===== src/rtl/fetch_unit.sv =====
// fetch_unit: instruction fetch FSM feeding a small prefetch buffer
module fetch_unit #(
    parameter int XLEN = 32,
    parameter int ILEN = 32,
    parameter int DEPTH = 4,
    parameter logic [XLEN-1:0] RESET_PC = '0
) (
    input  logic                    clk,
    input  logic                    rst,
    output logic                    imem_req,
    output logic [XLEN-1:0]         imem_addr,
    input  logic                    imem_rvalid,
    input  logic [ILEN-1:0]         imem_rdata,
    input  logic                    redirect,
    input  logic [XLEN-1:0]         redirect_pc,
    output logic                    instr_valid,
    input  logic                    instr_ready,
    output logic [ILEN-1:0]         instr_data,
    output logic [XLEN-1:0]         instr_pc,
    output logic [$clog2(DEPTH):0]  fifo_count
);
    localparam int AW = $clog2(DEPTH);
    localparam int CW = AW + 1;

    typedef enum logic [1:0] {IDLE, WAIT, DISCARD} state_t;

    state_t            state;
    logic [XLEN-1:0]   fetch_pc;
    logic [XLEN-1:0]   pc_inc;
    logic [XLEN-1:0]   new_pc;
    logic [XLEN-1:0]   pc_mem [DEPTH];
    logic [ILEN-1:0]   data_mem [DEPTH];
    logic [AW-1:0]     head;
    logic [AW-1:0]     tail;
    logic [CW-1:0]     count_next;
    logic              push;
    logic              pop;
    logic              room;

    // A response is only accepted in WAIT and only when no redirect kills it
    assign pop         = instr_valid & instr_ready;
    assign push        = (state == WAIT) & imem_rvalid & ~redirect;
    assign count_next  = fifo_count + CW'(push) - CW'(pop);
    assign room        = count_next < CW'(DEPTH);
    assign pc_inc      = fetch_pc + XLEN'(4);
    assign new_pc      = redirect_pc & ~XLEN'(3);
    assign instr_valid = fifo_count != '0;
    assign instr_data  = data_mem[head];
    assign instr_pc    = pc_mem[head];

    // Buffer storage; a slot is always reserved before a request starts
    always_ff @(posedge clk) begin
        if (push) begin
            pc_mem[tail]   <= fetch_pc;
            data_mem[tail] <= imem_rdata;
        end
    end

    // Fetch FSM, pointers and occupancy; redirect overrides push and pop
    always_ff @(posedge clk or negedge rst) begin
        if (!rst) begin
            state      <= IDLE;
            fetch_pc   <= RESET_PC;
            imem_addr  <= RESET_PC;
            imem_req   <= 1'b0;
            fifo_count <= '0;
            head       <= '0;
            tail       <= '0;
        end else if (redirect) begin
            fifo_count <= '0;
            head       <= tail;
            fetch_pc   <= new_pc;
            imem_req   <= 1'b1;
            if (state != IDLE && !imem_rvalid) begin
                state <= DISCARD;
            end else begin
                state     <= WAIT;
                imem_addr <= new_pc;
            end
        end else begin
            fifo_count <= count_next;
            head       <= head + AW'(pop);
            tail       <= tail + AW'(push);
            case (state)
                IDLE: if (room) begin
                    state     <= WAIT;
                    imem_addr <= fetch_pc;
                    imem_req  <= 1'b1;
                end
                WAIT: if (imem_rvalid) begin
                    fetch_pc <= pc_inc;
                    if (room) begin
                        imem_addr <= pc_inc;
                    end else begin
                        state    <= IDLE;
                        imem_req <= 1'b0;
                    end
                end
                DISCARD: if (imem_rvalid) begin
                    state     <= WAIT;
                    imem_addr <= fetch_pc;
                end
                default: begin
                    state    <= IDLE;
                    imem_req <= 1'b0;
                end
            endcase
        end
    end
endmodule


===== config.mk =====
export PLATFORM = sky130hd
export DESIGN_NAME = fetch_unit
export DESIGN_NICKNAME = d
export VERILOG_FILES = /design/src/rtl/fetch_unit.sv
export SDC_FILE = /design/constraint.sdc
export NUM_CORES = 1
export LEC_CHECK = 0
export CORE_UTILIZATION = 39
export CTS_CLUSTER_DIAMETER = 60
export DETAILED_ROUTE_END_ITERATION = 12
export GPL_TIMING_DRIVEN = 0
export PLACE_DENSITY = 0.69
export SETUP_SLACK_MARGIN = 0.15
export SLEW_MARGIN = 20
export SYNTH_ARGS = -nofsm -noshare
export SYNTH_HDL_FRONTEND = slang
export SYNTH_SLANG_ARGS = --single-unit

===== constraint.sdc =====
create_clock -name clk -period 13.9 [get_ports clk]
set_input_delay 4.17 -clock clk [delete_from_list [all_inputs] [get_ports clk]]
set_output_delay 4.17 -clock clk [all_outputs]
set_load 0.1 [all_outputs]

=== Word level (Yosys, flattened, before mapping) ===
Memories as Yosys holds them, arrays and structs flattened.
Cells that the tools add are included.

* Bits in registers: 74
* Memories kept: 2
* Bits in writable memories: 256
* Word-level logic and storage cells: 66

* Multiplexer cells: 26
* Order comparisons: 1
* Add/sub/neg operators: 5
* Bitwise gates (word level): 4
* Reduce and logical (&&, ||, !) cells: 12
* Eq/ne operators: 9

{| class="wikitable"
|+ Memory list
! memory !! depth !! width !! read ports !! clocked after memory_dff !! wr ports !! line !! source
|-
| data_mem || 4 || 32 || 1 || 0 || 1 || 32 || <nowiki>logic [ILEN-1:0] data_mem [DEPTH];</nowiki>
|-
| pc_mem || 4 || 32 || 1 || 0 || 1 || 31 || <nowiki>logic [XLEN-1:0] pc_mem [DEPTH];</nowiki>
|}

{| class="wikitable"
|+ Operators with widths
! cell !! number
|-
| 32-bit two-way mux || 9
|-
| 32-bit case mux with 3 select lines || 1
|-
| 32-bit by 3-bit adder with 32-bit output, second input constant || 1
|-
| 3-bit inequality test, second input constant || 5
|-
| 2-bit two-way mux || 7
|-
| 4-bit AND reduction || 2
|-
| 1-bit two-way mux || 6
|-
| 2-bit case mux with 3 select lines || 1
|-
| 6-bit AND reduction || 1
|-
| 2-bit nonzero test || 3
|-
| 2-bit by 1-bit adder with 2-bit output || 2
|-
| 2-bit inequality test, second input constant || 2
|-
| 4-bit nonzero test || 1
|-
| 3-bit by 1-bit adder with 3-bit output || 1
|-
| 1-bit bitwise AND || 3
|-
| 3-bit less-than comparator, second input constant || 1
|-
| 3-bit two-way mux || 1
|-
| 1-bit case mux with 3 select lines || 1
|-
| 3-bit nonzero test || 1
|-
| 3-bit by 1-bit subtractor with 3-bit output || 1
|-
| 2-bit by 1-bit equality test with 1-bit output, second input constant || 1
|-
| 2-bit equality test, second input constant || 1
|-
| 2-bit zero test || 1
|-
| 2-bit AND reduction || 1
|-
| 3 further kinds || 3
|}

=== Logic depth before layout (Yosys ltp) ===
* Depth after elaboration: 10
* Mapped depth: 15
* Gate-level depth less buffers: 11

=== Worst setup path after synthesis ===
No wires, ideal clock.

* Path kind: input-to-reg
* Start point: input redirect
* End point: memory data_mem[0][0], enable pin
* Data required time: 13.329 ns
* Data arrival time: 9.697 ns
* Path buffers: 2
* Stages: 5
* Slack: 3.632 ns
* Path through: clkbuf_1 > nor3b_2 > and2_1 > clkbuf_1 > nor3b_1

* Cells in the longest elaborated chain, start to end: 4

{| class="wikitable"
|+ RTL lines
! item !! line !! source
|-
| start, declared || 14 || <nowiki>input logic redirect,</nowiki>
|-
| 1-bit inverter || 42 || <nowiki>assign push = (state == WAIT) & imem_rvalid & ~redirect;</nowiki>
|-
| 1-bit bitwise AND || 42 ||
|-
| 1-bit two-way mux || 53 || <nowiki>if (push) begin</nowiki>
|-
| 1-bit two-way mux (not written as such) || 55 || <nowiki>data_mem[tail] <= imem_rdata;</nowiki>
|-
| end, declared || 32 ||
|}

No other way between the ends.

=== Worst setup path after layout ===
* Start point: input redirect
* End point: register imem_addr[11]

* Cells in the longest elaborated chain, start to end: 7
* Elaborated cells on any way between the ends: 13
* Those cells by class: 2 x add/sub; 1 x order compare; 5 x eq/ne; 1 x mux; 2 x bitwise; 2 x reduce/logical

{| class="wikitable"
|+ RTL lines
! item !! line !! source
|-
| 1-bit inverter || 42 ||
|-
| 1-bit bitwise AND || 42 ||
|-
| 3-bit by 1-bit adder with 3-bit output || 43 || <nowiki>assign count_next = fifo_count + CW'(push) - CW'(pop);</nowiki>
|-
| 3-bit by 1-bit subtractor with 3-bit output || 43 ||
|-
| 3-bit less-than comparator || 44 || <nowiki>assign room = count_next < CW'(DEPTH);</nowiki>
|-
| 3-bit inequality test (no line) || -- ||
|-
| 6-bit AND reduction (no line) || -- ||
|-
| end signal, assigned || 78 || <nowiki>imem_addr <= new_pc;</nowiki>
|-
| end signal, assigned || 87 || <nowiki>imem_addr <= fetch_pc;</nowiki>
|-
| end signal, assigned || 93 || <nowiki>imem_addr <= pc_inc;</nowiki>
|-
| end, declared || 11 || <nowiki>output logic [XLEN-1:0] imem_addr,</nowiki>
|}

Several ways; a longest one is shown, not always the timed one.
A chain may end at the register's enable or synchronous reset.

==> impl_metrics.json <==
{
  "whs_ns": 0.496,
  "synthFlopType": "edfxtp_1",
  "yosysTopAreaCell": "edfxtp_1",
  "synth_area_mm2": 0.0134,
  "startpoint_type": "input pin",
  "cts_num_sinks": 319,
  "netlist_instances": 825,
  "max_stage_delay_ns": 0.65,
  "power_uw": 4220,
  "die-width_um": 188,
  "grt_overflow_total": 0,
  "cp.required_ns": 14.25,
  "max_cap_viol_count": 0,
  "hold_viol": 0,
  "p_leak_uw": 0.00588,
  "cp_max_fo": 10,
  "cts-root-buf": "clkbuf_16",
  "rows": 67,
  "synth_top_area_share_pct": 55.4,
  "io_pins": 170,
  "drt_iter0_markers": 695,
  "timing.rr.start": "state[0]",
  "grt_pass1_wl_um": 48300,
  "crit_path_end_kind": "flop",
  "ant_nets": 0,
  "finalSetupTns_ns": 0,
  "post_cts_resized": 0,
  "layout.nets": 1118,
  "drv_slew": 0,
  "grt_pass1_vias": 8027,
  "setup-violations-final": 0,
  "finalCritPeriodShare_pct": 57.6,
  "area.growth.synth_to_final_pct": 27.3,
  "antenna_found_initial": 0,
  "hold_path_end": "imem_addr[7]",
  "criticalPathCategory": "in -> reg",
  "worst_path_max_delay_cell": "nor3b_2",
  "yosysSeqAreaShare_pct": 68.6,
  "synth.distinct_cells": 62,
  "htreeDepth": 2,
  "via_per_inst": 5.23,
  "design_area_mm2": 0.0171,
  "die_area_mm2": 0.0352,
  "hold_path_depth": 2,
  "r2r_cells": 13,
  "cts_tree": "built",
  "die_y_um": 188,
  "ys_ff_latch": 319,
  "fmax_ghz": 0.125,
  "finalClockSkew_ns": 0.0207,
  "rsz0062_at_grt": "no",
  "grt_start_max_net_pins": 45,
  "timing.rr.end": "imem_addr[11]",
  "place_congestion": 0.869,
  "firstDrtPassIters": 7,
  "max_slew_margin_pct": 26.2,
  "wire_per_inst_um": 20.9,
  "holdBufCountCts": 0,
  "grtUsageTotal_pct": 18.2,
  "vias": 7949,
  "hold_path.class": "reg -> reg",
  "outcome": "completed",
  "worst_pin_slew_ns": 1.10,
  "drive_above_1_share_pct": 18.1,
  "syn_area_per_cell_um2": 16.3,
  "cts.path.max_buffers": 3,
  "io_buffers": 164,
  "coreArea_mm2": 0.0337,
  "r2r_setup_slack_ns": 9.87,
  "clock_latency_ns": 0.51,
  "wirelength_um": 31800,
  "path_clk_slew_ns": 0.06,
  "min_from": "imem_addr[7]",
  "antenna_cells": 0,
  "postCtsSetupRepairBufs": 0,
  "numCtsBuffers": 37,
  "route.detailed.drc": 0,
  "synth_edf_count": 248,
  "synth_warnings": 0,
  "dpl.hpwl_um": 21600,
  "placedInstanceArea_mm2": 0.0159,
  "n_fill_cell": 2847,
  "period_minus_slack_ns": 8.01,
  "synth_area_leaders": "edfxtp_1 (55%), dfrtp_1 (13%), mux4_2 (10%)",
  "timing.critical_path.cells": "clkdlybuf4s50_1, clkbuf_1, nor3b_2, and2_1, clkbuf_1, xnor2_1, ha_1, inv_1, fa_1, xor3_1, nand2_1, nand3_1, clkbuf_1, o21ai_0",
  "async_reset_ff_share_pct": 22.3,
  "cp.arrival_ns": 8.35,
  "crit_top_cell": "clkbuf_1",
  "p_per_area_mw_per_mm2": 246,
  "initial_core_util_pct": 39.9,
  "peakVddDrop_uv": 156
}
[state kept, by name, indices dropped and copies added (netlist names), 2 cells and up]
| register | count |
|---|---|
| tail | 2 |
| data_mem | 128 |
| state | 2 |
| fetch_pc | 30 |
| fifo_count | 3 |
| head | 2 |
| pc_mem | 120 |
| imem_addr | 31 |
[logic make-up after synthesis]
logic type | after synthesis | share of synthesized area (%)
DFF | 319 | 68.6
and+or+nand+nor | 210 | 8.56
AOI/OAI and AO/OA | 87 | 4.01
muxes | 85 | 12.2
buffers and inverters | 66 | 2.67
xor gates and xnor gates | 53 | 3.56
adders and majority gates | 4 | 0.428
other | 1 | 0.0279
[cell type report]
cell class                 instances  area (um^2)  share of cell area (%)
tap                              448          561                    3.27
inverter                          13         48.8                   0.285
multi-input combinational        441         3890                    22.8
buffer                            53          310                    1.81
sequential                       319         9220                    53.9
clock buffer                      44          972                    5.68
clock inverter                    21          220                    1.29
timing repair buffer             180         1890                    11.0
[cell usage in the layout (no fill, tap or decap), types with 16 or more instances in the layout]
master,n
edfxtp_1,248
clkdlybuf4s50_1,163
dfrtp_1,71
mux4_2,62
nand2_1,59
nor2_1,42
clkbuf_16,37
o21ai_0,30
xnor2_1,27
xor2_1,25
clkbuf_1,22
buf_2,20
nand3_1,18
nand4_1,17
mux2i_1,16
a21oi_1,16
[critical path: cells and delay by family]
| kind | cells | cell delay, ns |
|---|---|---|
| and+or+nand+nor | 4 | 1.26 |
| buffers and inverters | 5 | 1.61 |
| AOI/OAI and AO/OA | 1 | 0.22 |
| xor gates and xnor gates | 2 | 0.52 |
| adders and majority gates | 2 | 0.55 |
[routing by layer]
metal / routed length (um) / up-vias / global-route usage (%)
li1: - / 3621 / -
met1: 13700 / 4011 / 24.1
met2: 15600 / 259 / 30.4
met3: 1830 / 58 / 3.57
met4: 755 / 0 / 5.00
met5: 0 / - / 0
[metrics by stage]
stage,util (%),setup slack [ns],instances
after floorplan,-,3.63,826
after global placement,46.5,-1.24,1438
after detailed placement,47.3,5.43,1454
after CTS,50.8,5.92,1519
after global routing,50.8,5.60,1519
final,50.8,5.89,1519
[synthesized netlist by cell type (all sizes together) (2+ instances only)]
library cell and n:
nand3 21, nor3 17, and2 4, nand2b 11, xor2 25, xnor2 27, mux4 62, mux2i 16
buf 29, a221o 2, inv 12, nor3b 2, mux2 7, and4 3, dfrtp 71, or4 2
ha 3, nor4 12, clkbuf 24, and3 5, o21ai 33, or3 5, nand2 59, o31ai 6
a211oi 4, o31a 2, a31oi 5, a21o 3, a21oi 16, nor2b 4, a21boi 4, edfxtp 248
nor2 44, nand4 18, o21a 6
[power by group]
group / switching (uW) / total, uW / internal (uW)
logic: 1490 / 2030 / 532
clock network: 372 / 948 / 575
registers: 82.7 / 1240 / 1160
[how the worst max path moves through the flow]
stage,startpoint,endpoint,slack [ns]
3_5_place_dp,redirect,imem_addr[14],5.43
5_1_grt,redirect,imem_addr[21],5.60
4_1_cts,redirect,imem_addr[11],5.92
6_report,redirect,imem_addr[11],5.89
3_3_place_gp,redirect,data_mem[0][3],-1.24
2_1_floorplan,redirect,data_mem[0][0],3.63
Power figures use the tool's default switching activity.
